## src/rtl/ptp_fifo_ka10.sv

```systemverilog
`timescale 1ns/1ps
`default_nettype none
// ============================================================================
// Module   : ptp_fifo_ka10
// Purpose  : KA10 paper tape punch controller. A character FIFO sits between
//            DATAO and the front-end read port.
// Options  : PTP_OVERRUN_EN - a DATAO into a full FIFO latches the overrun flag
// Revision : 1.0 - initial release
// ============================================================================
module ptp_fifo_ka10 #(
    parameter logic [6:0] DEVICE = 7'o020,
    parameter int         DEPTH  = 8
) (
    input  logic        clk,
    input  logic        reset,
    input  logic        iobus_iob_poweron,
    input  logic        iobus_iob_reset,
    input  logic        iobus_datao_clear,
    input  logic        iobus_datao_set,
    input  logic        iobus_cono_clear,
    input  logic        iobus_cono_set,
    input  logic        iobus_iob_fm_datai,
    input  logic        iobus_iob_fm_status,
    input  logic [3:9]  iobus_ios,
    input  logic [0:35] iobus_iob_in,
    output logic [1:7]  iobus_pi_req,
    output logic [0:35] iobus_iob_out,
    input  logic        key_tape_feed,
    input  logic        s_read,
    output logic [31:0] s_readdata,
    output logic        fe_data_rq
);

    localparam int            AW          = (DEPTH > 1) ? $clog2(DEPTH) : 1;
    localparam logic [AW:0]   c_DEPTH_CNT = (AW+1)'(DEPTH);

    // ------------------------------------------------------------------
    // Bus strobe edge detection
    // ------------------------------------------------------------------
    logic r_datao_clr_d;
    logic r_datao_set_d;
    logic r_cono_clr_d;
    logic r_cono_set_d;

    logic w_sel;
    logic w_pwr_clr;
    logic w_sclr;
    logic w_datao_clr;
    logic w_datao_set;
    logic w_cono_clr;
    logic w_cono_set;

    assign w_sel     = (iobus_ios == DEVICE);
    assign w_pwr_clr = ~iobus_iob_poweron;
    assign w_sclr    = w_pwr_clr | iobus_iob_reset;

    assign w_datao_clr = iobus_datao_clear & ~r_datao_clr_d & w_sel;
    assign w_datao_set = iobus_datao_set   & ~r_datao_set_d & w_sel;
    assign w_cono_clr  = iobus_cono_clear  & ~r_cono_clr_d  & w_sel;
    assign w_cono_set  = iobus_cono_set    & ~r_cono_set_d  & w_sel;

    always_ff @(posedge clk or posedge reset) begin
        if (reset) begin
            r_datao_clr_d <= 1'b0;
            r_datao_set_d <= 1'b0;
            r_cono_clr_d  <= 1'b0;
            r_cono_set_d  <= 1'b0;
        end else if (w_pwr_clr) begin
            r_datao_clr_d <= 1'b0;
            r_datao_set_d <= 1'b0;
            r_cono_clr_d  <= 1'b0;
            r_cono_set_d  <= 1'b0;
        end else begin
            r_datao_clr_d <= iobus_datao_clear;
            r_datao_set_d <= iobus_datao_set;
            r_cono_clr_d  <= iobus_cono_clear;
            r_cono_set_d  <= iobus_cono_set;
        end
    end

    // ------------------------------------------------------------------
    // Character FIFO
    // ------------------------------------------------------------------
    logic [7:0]    r_mem [DEPTH];
    logic [AW-1:0] r_wr_ptr;
    logic [AW-1:0] r_rd_ptr;
    logic [AW:0]   r_count;
    logic [AW:0]   w_count_nxt;

    logic       w_empty;
    logic       w_full;
    logic       w_pop;
    logic       w_push;
    logic       w_drop;
    logic [7:0] w_char;

    logic [2:0] r_pia;
    logic       r_done;
    logic       r_binary;
    logic       w_overrun;

    assign w_empty = (r_count == '0);
    assign w_full  = (r_count == c_DEPTH_CNT);
    assign w_pop   = s_read & ~w_empty;
    // A pop on the same edge frees the slot, so a push into a full FIFO still lands.
    assign w_push  = w_datao_set & (~w_full | w_pop);
    assign w_drop  = w_datao_set & w_full & ~w_pop;
    assign w_char  = r_binary ? {2'b10, iobus_iob_in[30:35]} : iobus_iob_in[28:35];

    always_comb begin
        w_count_nxt = r_count;
        case ({w_push, w_pop})
            2'b10:   w_count_nxt = r_count + 1'b1;
            2'b01:   w_count_nxt = r_count - 1'b1;
            default: w_count_nxt = r_count;
        endcase
    end

    always_ff @(posedge clk or posedge reset) begin
        if (reset) begin
            r_wr_ptr <= '0;
            r_rd_ptr <= '0;
            r_count  <= '0;
        end else if (w_sclr) begin
            r_wr_ptr <= '0;
            r_rd_ptr <= '0;
            r_count  <= '0;
        end else begin
            if (w_push) begin
                r_wr_ptr <= r_wr_ptr + 1'b1;
            end
            if (w_pop) begin
                r_rd_ptr <= r_rd_ptr + 1'b1;
            end
            r_count <= w_count_nxt;
        end
    end

    always_ff @(posedge clk) begin
        if (w_push) begin
            r_mem[r_wr_ptr] <= w_char;
        end
    end

    // ------------------------------------------------------------------
    // Status register
    // ------------------------------------------------------------------
    logic [2:0] w_pia_nxt;
    logic       w_done_nxt;
    logic       w_binary_nxt;

    // Sequential overrides: CONO clear, CONO set, DATAO clear, then FIFO activity.
    always_comb begin
        w_pia_nxt    = r_pia;
        w_done_nxt   = r_done;
        w_binary_nxt = r_binary;
        if (w_cono_clr) begin
            w_pia_nxt    = 3'b000;
            w_done_nxt   = 1'b0;
            w_binary_nxt = 1'b0;
        end
        if (w_cono_set) begin
            w_pia_nxt    = w_pia_nxt | iobus_iob_in[33:35];
            w_done_nxt   = w_done_nxt | iobus_iob_in[32];
            w_binary_nxt = w_binary_nxt | iobus_iob_in[30];
        end
        if (w_datao_clr) begin
            w_done_nxt = 1'b0;
        end
        if ((w_push | w_pop) && (w_count_nxt < c_DEPTH_CNT)) begin
            w_done_nxt = 1'b1;
        end
    end

    always_ff @(posedge clk or posedge reset) begin
        if (reset) begin
            r_pia    <= 3'b000;
            r_done   <= 1'b0;
            r_binary <= 1'b0;
        end else if (w_sclr) begin
            r_pia    <= 3'b000;
            r_done   <= 1'b0;
            r_binary <= 1'b0;
        end else begin
            r_pia    <= w_pia_nxt;
            r_done   <= w_done_nxt;
            r_binary <= w_binary_nxt;
        end
    end

`ifdef PTP_OVERRUN_EN
    logic r_overrun;

    always_ff @(posedge clk or posedge reset) begin
        if (reset) begin
            r_overrun <= 1'b0;
        end else if (w_sclr) begin
            r_overrun <= 1'b0;
        end else if (w_drop) begin
            r_overrun <= 1'b1;
        end else if (w_cono_clr) begin
            r_overrun <= 1'b0;
        end
    end

    assign w_overrun = r_overrun;
`else
    logic w_unused_drop;

    assign w_overrun     = 1'b0;
    assign w_unused_drop = w_drop;
`endif

    // ------------------------------------------------------------------
    // Outputs
    // ------------------------------------------------------------------
    logic w_busy;
    logic w_unused_bits;

    assign w_busy        = ~w_empty;
    assign fe_data_rq    = w_busy | key_tape_feed;
    assign w_unused_bits = ^{iobus_iob_fm_datai, iobus_iob_in[0:27]};

    for (genvar n = 1; n <= 7; n++) begin : g_pi
        assign iobus_pi_req[n] = r_done & (r_pia == 3'(n));
    end

    // DATAI has nothing to return, so only CONI drives the bus.
    always_comb begin
        iobus_iob_out = '0;
        if (iobus_iob_fm_status && w_sel) begin
            iobus_iob_out[29:35] = {w_overrun, r_binary, w_busy, r_done, r_pia};
        end
    end

    // Queued data always wins over blank feed frames.
    always_comb begin
        s_readdata = '0;
        if (s_read) begin
            if (!w_empty) begin
                s_readdata = {23'b0, 1'b1, r_mem[r_rd_ptr]};
            end else if (key_tape_feed) begin
                s_readdata = 32'h0000_0100;
            end
        end
    end

endmodule
`default_nettype wire

```

## config.mk

```make
export PLATFORM = sky130hd
export DESIGN_NAME = ptp_fifo_ka10
export DESIGN_NICKNAME = d
export VERILOG_FILES = /design/src/rtl/ptp_fifo_ka10.sv
export SDC_FILE = /design/constraint.sdc
export NUM_CORES = 1
export LEC_CHECK = 0
export BUFFER_PORTS_ARGS = -buffer_cell sky130_fd_sc_hd__buf_2
export CAP_MARGIN = 20
export CORE_MARGIN = 2
export CORE_UTILIZATION = 51
export CTS_CLUSTER_SIZE = 25
export DETAILED_ROUTE_END_ITERATION = 12
export PLACE_DENSITY_LB_ADDON = 0.2
export SYNTH_ARGS = -nofsm -noshare
export SYNTH_HDL_FRONTEND = slang
export SYNTH_SLANG_ARGS = --single-unit
```

## constraint.sdc

```tcl
create_clock -name clk -period 3.55 [get_ports clk]
set_clock_uncertainty 0.15 [all_clocks]
set_input_delay 0.71 -clock clk [delete_from_list [all_inputs] [get_ports clk]]
set_output_delay 0.71 -clock clk [all_outputs]
set_load 0.02 [all_outputs]
```

==> Word-level counts from Yosys, hierarchy flattened <==
Memories as Yosys holds them, arrays and structs flattened.
Index checks and enable logic that the tools add are counted.
W data, S select, Z words.
{ "totals": {"mem_count": 1, "input_bits": 55, "out_inout_bits": 76, "reg_bits": 19, "mem_bits_rw": 64, "word_cells": 91} }
{ "classes": {"add_sub_neg": 4, "muxes": 28, "reduce_logical": 5, "eq_ne": 11, "magnitude_cmp": 1, "n_bitwise": 31} }
{ "memory_table": {"columns": ["memory", "words", "word_bits", "read_ports", "rd_clocked_by_memory_dff", "wr", "line_no", "source"], "rows": [
  ["r_mem", 8, 8, 1, 0, 1, "84", "logic [7:0] r_mem [DEPTH];"]
]} }
{ "ops": {"columns": ["op", "count"], "rows": [
  ["$mux W9", 3],
  ["$mux W3", 7],
  ["$and A1 B1 Y1", 17],
  ["$mux W1", 14],
  ["$eq A3 B3 Y1 const B", 4],
  ["$mux W8", 1],
  ["$pmux W4 S2", 1],
  ["$eq A7 B5 Y1 const B", 1],
  ["$not A1 Y1", 7],
  ["$add A3 B1 Y3 const B", 2],
  ["$eq A3 B2 Y1 const B", 2],
  ["$mux W6", 1],
  ["$or A1 B1 Y1", 6],
  ["$add A4 B1 Y4 const B", 1],
  ["$eq A4 B4 Y1 const B", 1],
  ["$logic_not A4 Y1", 1],
  ["$lt A4 B4 Y1 const B", 1],
  ["$mux W4", 1],
  ["$reduce_bool A2 Y1", 2],
  ["$sub A4 B1 Y4 const B", 1],
  ["$eq A3 B1 Y1 const B", 1],
  ["$or A3 B3 Y3", 1],
  ["$eq A2 B1 Y1 const B", 1],
  ["$eq A2 B2 Y1 const B", 1],
  ["$logic_and A1 B1 Y1", 2]
]} }

==> Logic depth before layout (Yosys ltp) <==
{ "logic_depth": {"ltp_word": 11, "depth_mapped": 8, "mapped_depth_nobuf": 8} }

==> Least setup slack after synthesis <==
OpenSTA, ideal clock, no wires.
{ "synth_path": {"path_kind": "input to register", "start": "input iobus_ios[6] (netlist name)", "end": "register r_count[3]", "setup_ns": 0.125, "path_buffers": 0, "slack_ns": 0.717, "cell_stages": 8, "t_arrival_ns": 2.558, "path_cell_list": "nor3_1 -> a31oi_1 -> ha_1 -> a21o_1 -> a21oi_1 -> nand2_1 -> o31ai_2 -> mux2_2"} }
{ "synth_between": {"elab_chain_cells": 6, "word_cells_on_any_way": 7} }
{ "synth_lines": {"columns": ["element", "line_no", "source"], "rows": [
  ["start: declaration", "24", "input logic [3:9] iobus_ios,"],
  ["$eq A7 B5 Y1 (*)", "53", "assign w_sel = (iobus_ios == DEVICE);"],
  ["$and A1 B1 Y1 (*)", "58", "assign w_datao_set = iobus_datao_set & ~r_datao_set_d & w_sel;"],
  ["$and A1 B1 Y1 (*)", "106", "assign w_push = w_datao_set & (~w_full | w_pop);"],
  ["$eq A2 B1 Y1 or $eq A2 B2 Y1 (tied branches)", "112", "case ({w_push, w_pop})"],
  ["$pmux W4 S2 (*)", "112", null],
  ["$mux W4 (*)", "124", "end else if (w_sclr) begin"],
  ["end signal: assignment", "135", "r_count <= w_count_nxt;"],
  ["end: declaration", "87", "logic [AW:0] r_count;"]
]} }
Mark *: on every way between the ends. The rest lies on a longest branch, timed or not.
A chain may end at the register's enable or synchronous reset.

==> Final worst setup path <==
{ "layout_path": {"start": "register r_count[1]", "end": "register r_count[3]"} }
{ "layout_between": {"elab_chain_cells": 8, "word_cells_on_any_way": 13} }
{ "layout_lines": {"columns": ["element", "line_no", "source"], "rows": [
  ["$logic_not A4 Y1", "102", "assign w_empty = (r_count == '0);"],
  ["$not A1 Y1", "104", "assign w_pop = s_read & ~w_empty;"],
  ["$and A1 B1 Y1", "104", null],
  ["$or A1 B1 Y1", "106", null],
  ["$and A1 B1 Y1", "106", null],
  ["$eq A2 B1 Y1 or $eq A2 B2 Y1 (tied branches)", "112", null],
  ["$pmux W4 S2 (*)", "112", null],
  ["$mux W4 (*)", "124", null]
]} }
Marked as above.

==> impl_metrics.toml <==
[status]
status = "complete, no violations"

[global_routing]
grtUsageTotal_pct = 18.1
grt_start_max_net_pins = 20
overflow = 0
grt_pass1_vias = 2329
antenna_found_initial = 0
grt_first_pass_wirelength_mm = 11.7

[setup_path]
crit_type = "reg2reg"
path_max_fanout = 7
cp.required_ns = 3.63
worst_setup_path_end_kind = "flop"
critPathLaunchType = "flop"
critPathArrivalTime_ns = 3.01

[sta]
final.setup.worst_slack_ns = 0.624
slew_headroom_pct = 47.0
finalHoldViolCount = 0
maxSlewViolCount = 0
fmax_mhz = 342
worstMarginPinSlew_ns = 0.795
rsz0062_at_grt = "no"
setup_tns_ns = 0
layout_worst_path_cycle_share_pct = 82.4
setup_violations = 0
finalCriticalPeriod_ns = 2.93

[synthesis]
yosys_warnings = 0
yosys.area.top_type = "edfxtp_1"
syn_area_um2 = 4040
synth_area_leaders = "edfxtp_1, dfrtp_1, buf_4, mux4_2, nor2_1"
syn_inst = 289
syn_avg_cell_area_um2 = 14.0
synthDominantCellAreaShare_pct = 47.6
synth-seq-cells = 83
ys_seq_area_share_pct = 59.4
ys_types = 43

[power]
combPwrFrac_pct = 5.3
p_clk_share_pct = 36.3
p_leak_uw = 0.00184
p_seq_share_pct = 58.4
power_switching_uw = 409
p_int_uw = 1390
vdd_ir_drop_max_mv = 0.190
powerDensity_nw_per_um2 = 400
swShare_pct = 22.8

[clock_network]
cts_tree = "done"
clkLatencyLatePin_ns = 0.34
cts.sinks = 83
post-cts-setup-buffers = 0
cts_buffers = 9
clk_transition_reported_paths_ns = 0.08
ctsHoldBuffers = 0
root_buffer = "clkbuf_8"
clockBufferDepth = 2
h-tree-depth = 3
cts.repair.resized = 0

[finish]
layout-drive-gt1-share_pct = 29.0
insertedDiodeCount = 0
layout_common_cells = "edfxtp_1, conb_1, buf_2, nor2_1"
final_common_cell = "edfxtp_1"
syn_to_final_growth_pct = 11.3
design_area_um2 = 4490
nNetsFinal = 417
final-instance-count-excl-fill = 464

[floorplan]
die_h_um = 93.0
row_count = 32
die_x_um = 93.0
ios = 131
core_area_um2 = 7690
initial_utilization_pct = 52.5
die-area_um2 = 8640

[placement]
hpwl_mm = 5.03
pre_cts_ws_ns = 0.329
placedInstanceArea_um2 = 4300
dp_cells = 448
portBuffers = 48
gp_routability_congestion = 0.750

[detailed_routing]
drc = 0
drt_iter0_drc = 156
wl_per_cell_um = 15.7
vias = 2342
vias_per_cell = 5.05
drtPass1Iterations = 4
ant_nets = 0
wl_mm = 7.29

[worst_hold_path]
hp-class = "in2async"

[flow_run]
maxCapViolCount = 0
[metrics by stage]
step	total power (uW)	hold slack (ns)	util, %
after floorplan	1180	0.368	-
after global placement	1160	0.407	56.0
after detailed placement	1170	0.421	56.0
after CTS	1810	0.362	58.4
after global routing	1860	0.411	58.4
final	1800	0.338	58.4
[critical path, cell delays in order, from the launching register on]
cell,delay [ns]
dfrtp_1,0.47
o41ai_2,0.48
a31oi_1,0.21
ha_1,0.35
a21o_1,0.17
a21oi_1,0.37
nand2_1,0.15
o31ai_2,0.11
mux2_2,0.36
[cell type report]
type / count / area (um^2)
clock buffers: 9 / 124
clock inverters: 7 / 67.6
fillers: 667 / 3190
inverters: 4 / 15.0
multi-input cells: 192 / 1380
flip-flops and latches: 83 / 2400
well taps: 102 / 128
repair buffers: 67 / 383
[Yosys cell counts (all sizes together)]
| cell | instances |
|---|---|
| a21o | 1 |
| a21oi | 4 |
| a22oi | 5 |
| a311o | 1 |
| a31oi | 1 |
| and2 | 6 |
| and2b | 1 |
| and3 | 7 |
| and3b | 1 |
| and4b | 1 |
| buf | 59 |
| clkbuf | 3 |
| conb | 1 |
| dfrtp | 19 |
| edfxtp | 64 |
| fa | 1 |
| ha | 4 |
| inv | 4 |
| mux2 | 1 |
| mux2i | 10 |
| mux4 | 16 |
| nand2 | 9 |
| nand2b | 7 |
| nand3 | 5 |
| nand4b | 1 |
| nor2 | 31 |
| nor2b | 2 |
| nor3 | 7 |
| nor4 | 2 |
| nor4b | 1 |
| o21ai | 1 |
| o311ai | 1 |
| o31ai | 1 |
| o41ai | 1 |
| or2 | 1 |
| or4 | 1 |
| xnor2 | 2 |
| xor2 | 6 |
[state kept, by name, indices dropped and copies added (netlist names)]
name,flops
r_mem,64
r_count,4
r_pia,3
r_rd_ptr,3
r_wr_ptr,3
r_binary,1
r_cono_clr_d,1
r_cono_set_d,1
r_datao_clr_d,1
r_datao_set_d,1
r_done,1
[final timing paths]
check | start | endpoint | slack, ns | cells after the start
min in group clk | r_pia[0] | r_pia[0] | 0.42 | 2
max in group asynchronous | reset | r_pia[0] | 2.42 | 2
max | r_count[1] | r_count[3] | 0.62 | 8
min | reset | r_datao_set_d | 0.34 | 2
min reg2reg | r_pia[0] | r_pia[0] | 0.42 | 2
max reg2reg | r_count[1] | r_count[3] | 0.62 | 8
[cell families after synthesis]
| logic type | synth area share, % |
|---|---|
| DFF | 59.4 |
| other | 0.0929 |
| muxes | 11.7 |
| AOI/OAI and AO/OA | 3.16 |
| adders and majority gates | 1.74 |
| xor gates and xnor gates | 1.74 |
| buffers and inverters | 11.3 |
| and+or+nand+nor | 10.9 |
[layer usage]
layer	vias up	GRT usage, %	part of all wire [%]
met5	-	0	0
met4	0	9.68	3.0
met3	17	2.66	5.6
met2	98	29.4	48
met1	1144	23.8	43
li1	1083	-	-
[power groups by stage]
stage / clock, uW / combinational (uW) / sequential, uW
finish: 652 / 96.0 / 1050
global route: 702 / 106 / 1050
CTS: 665 / 95.7 / 1050
global placement: 0 / 94.0 / 1070
detailed placement: 0 / 95.6 / 1070
floorplan: 0 / 111 / 1070
Note: power is estimated with default switching activity, not from simulation.
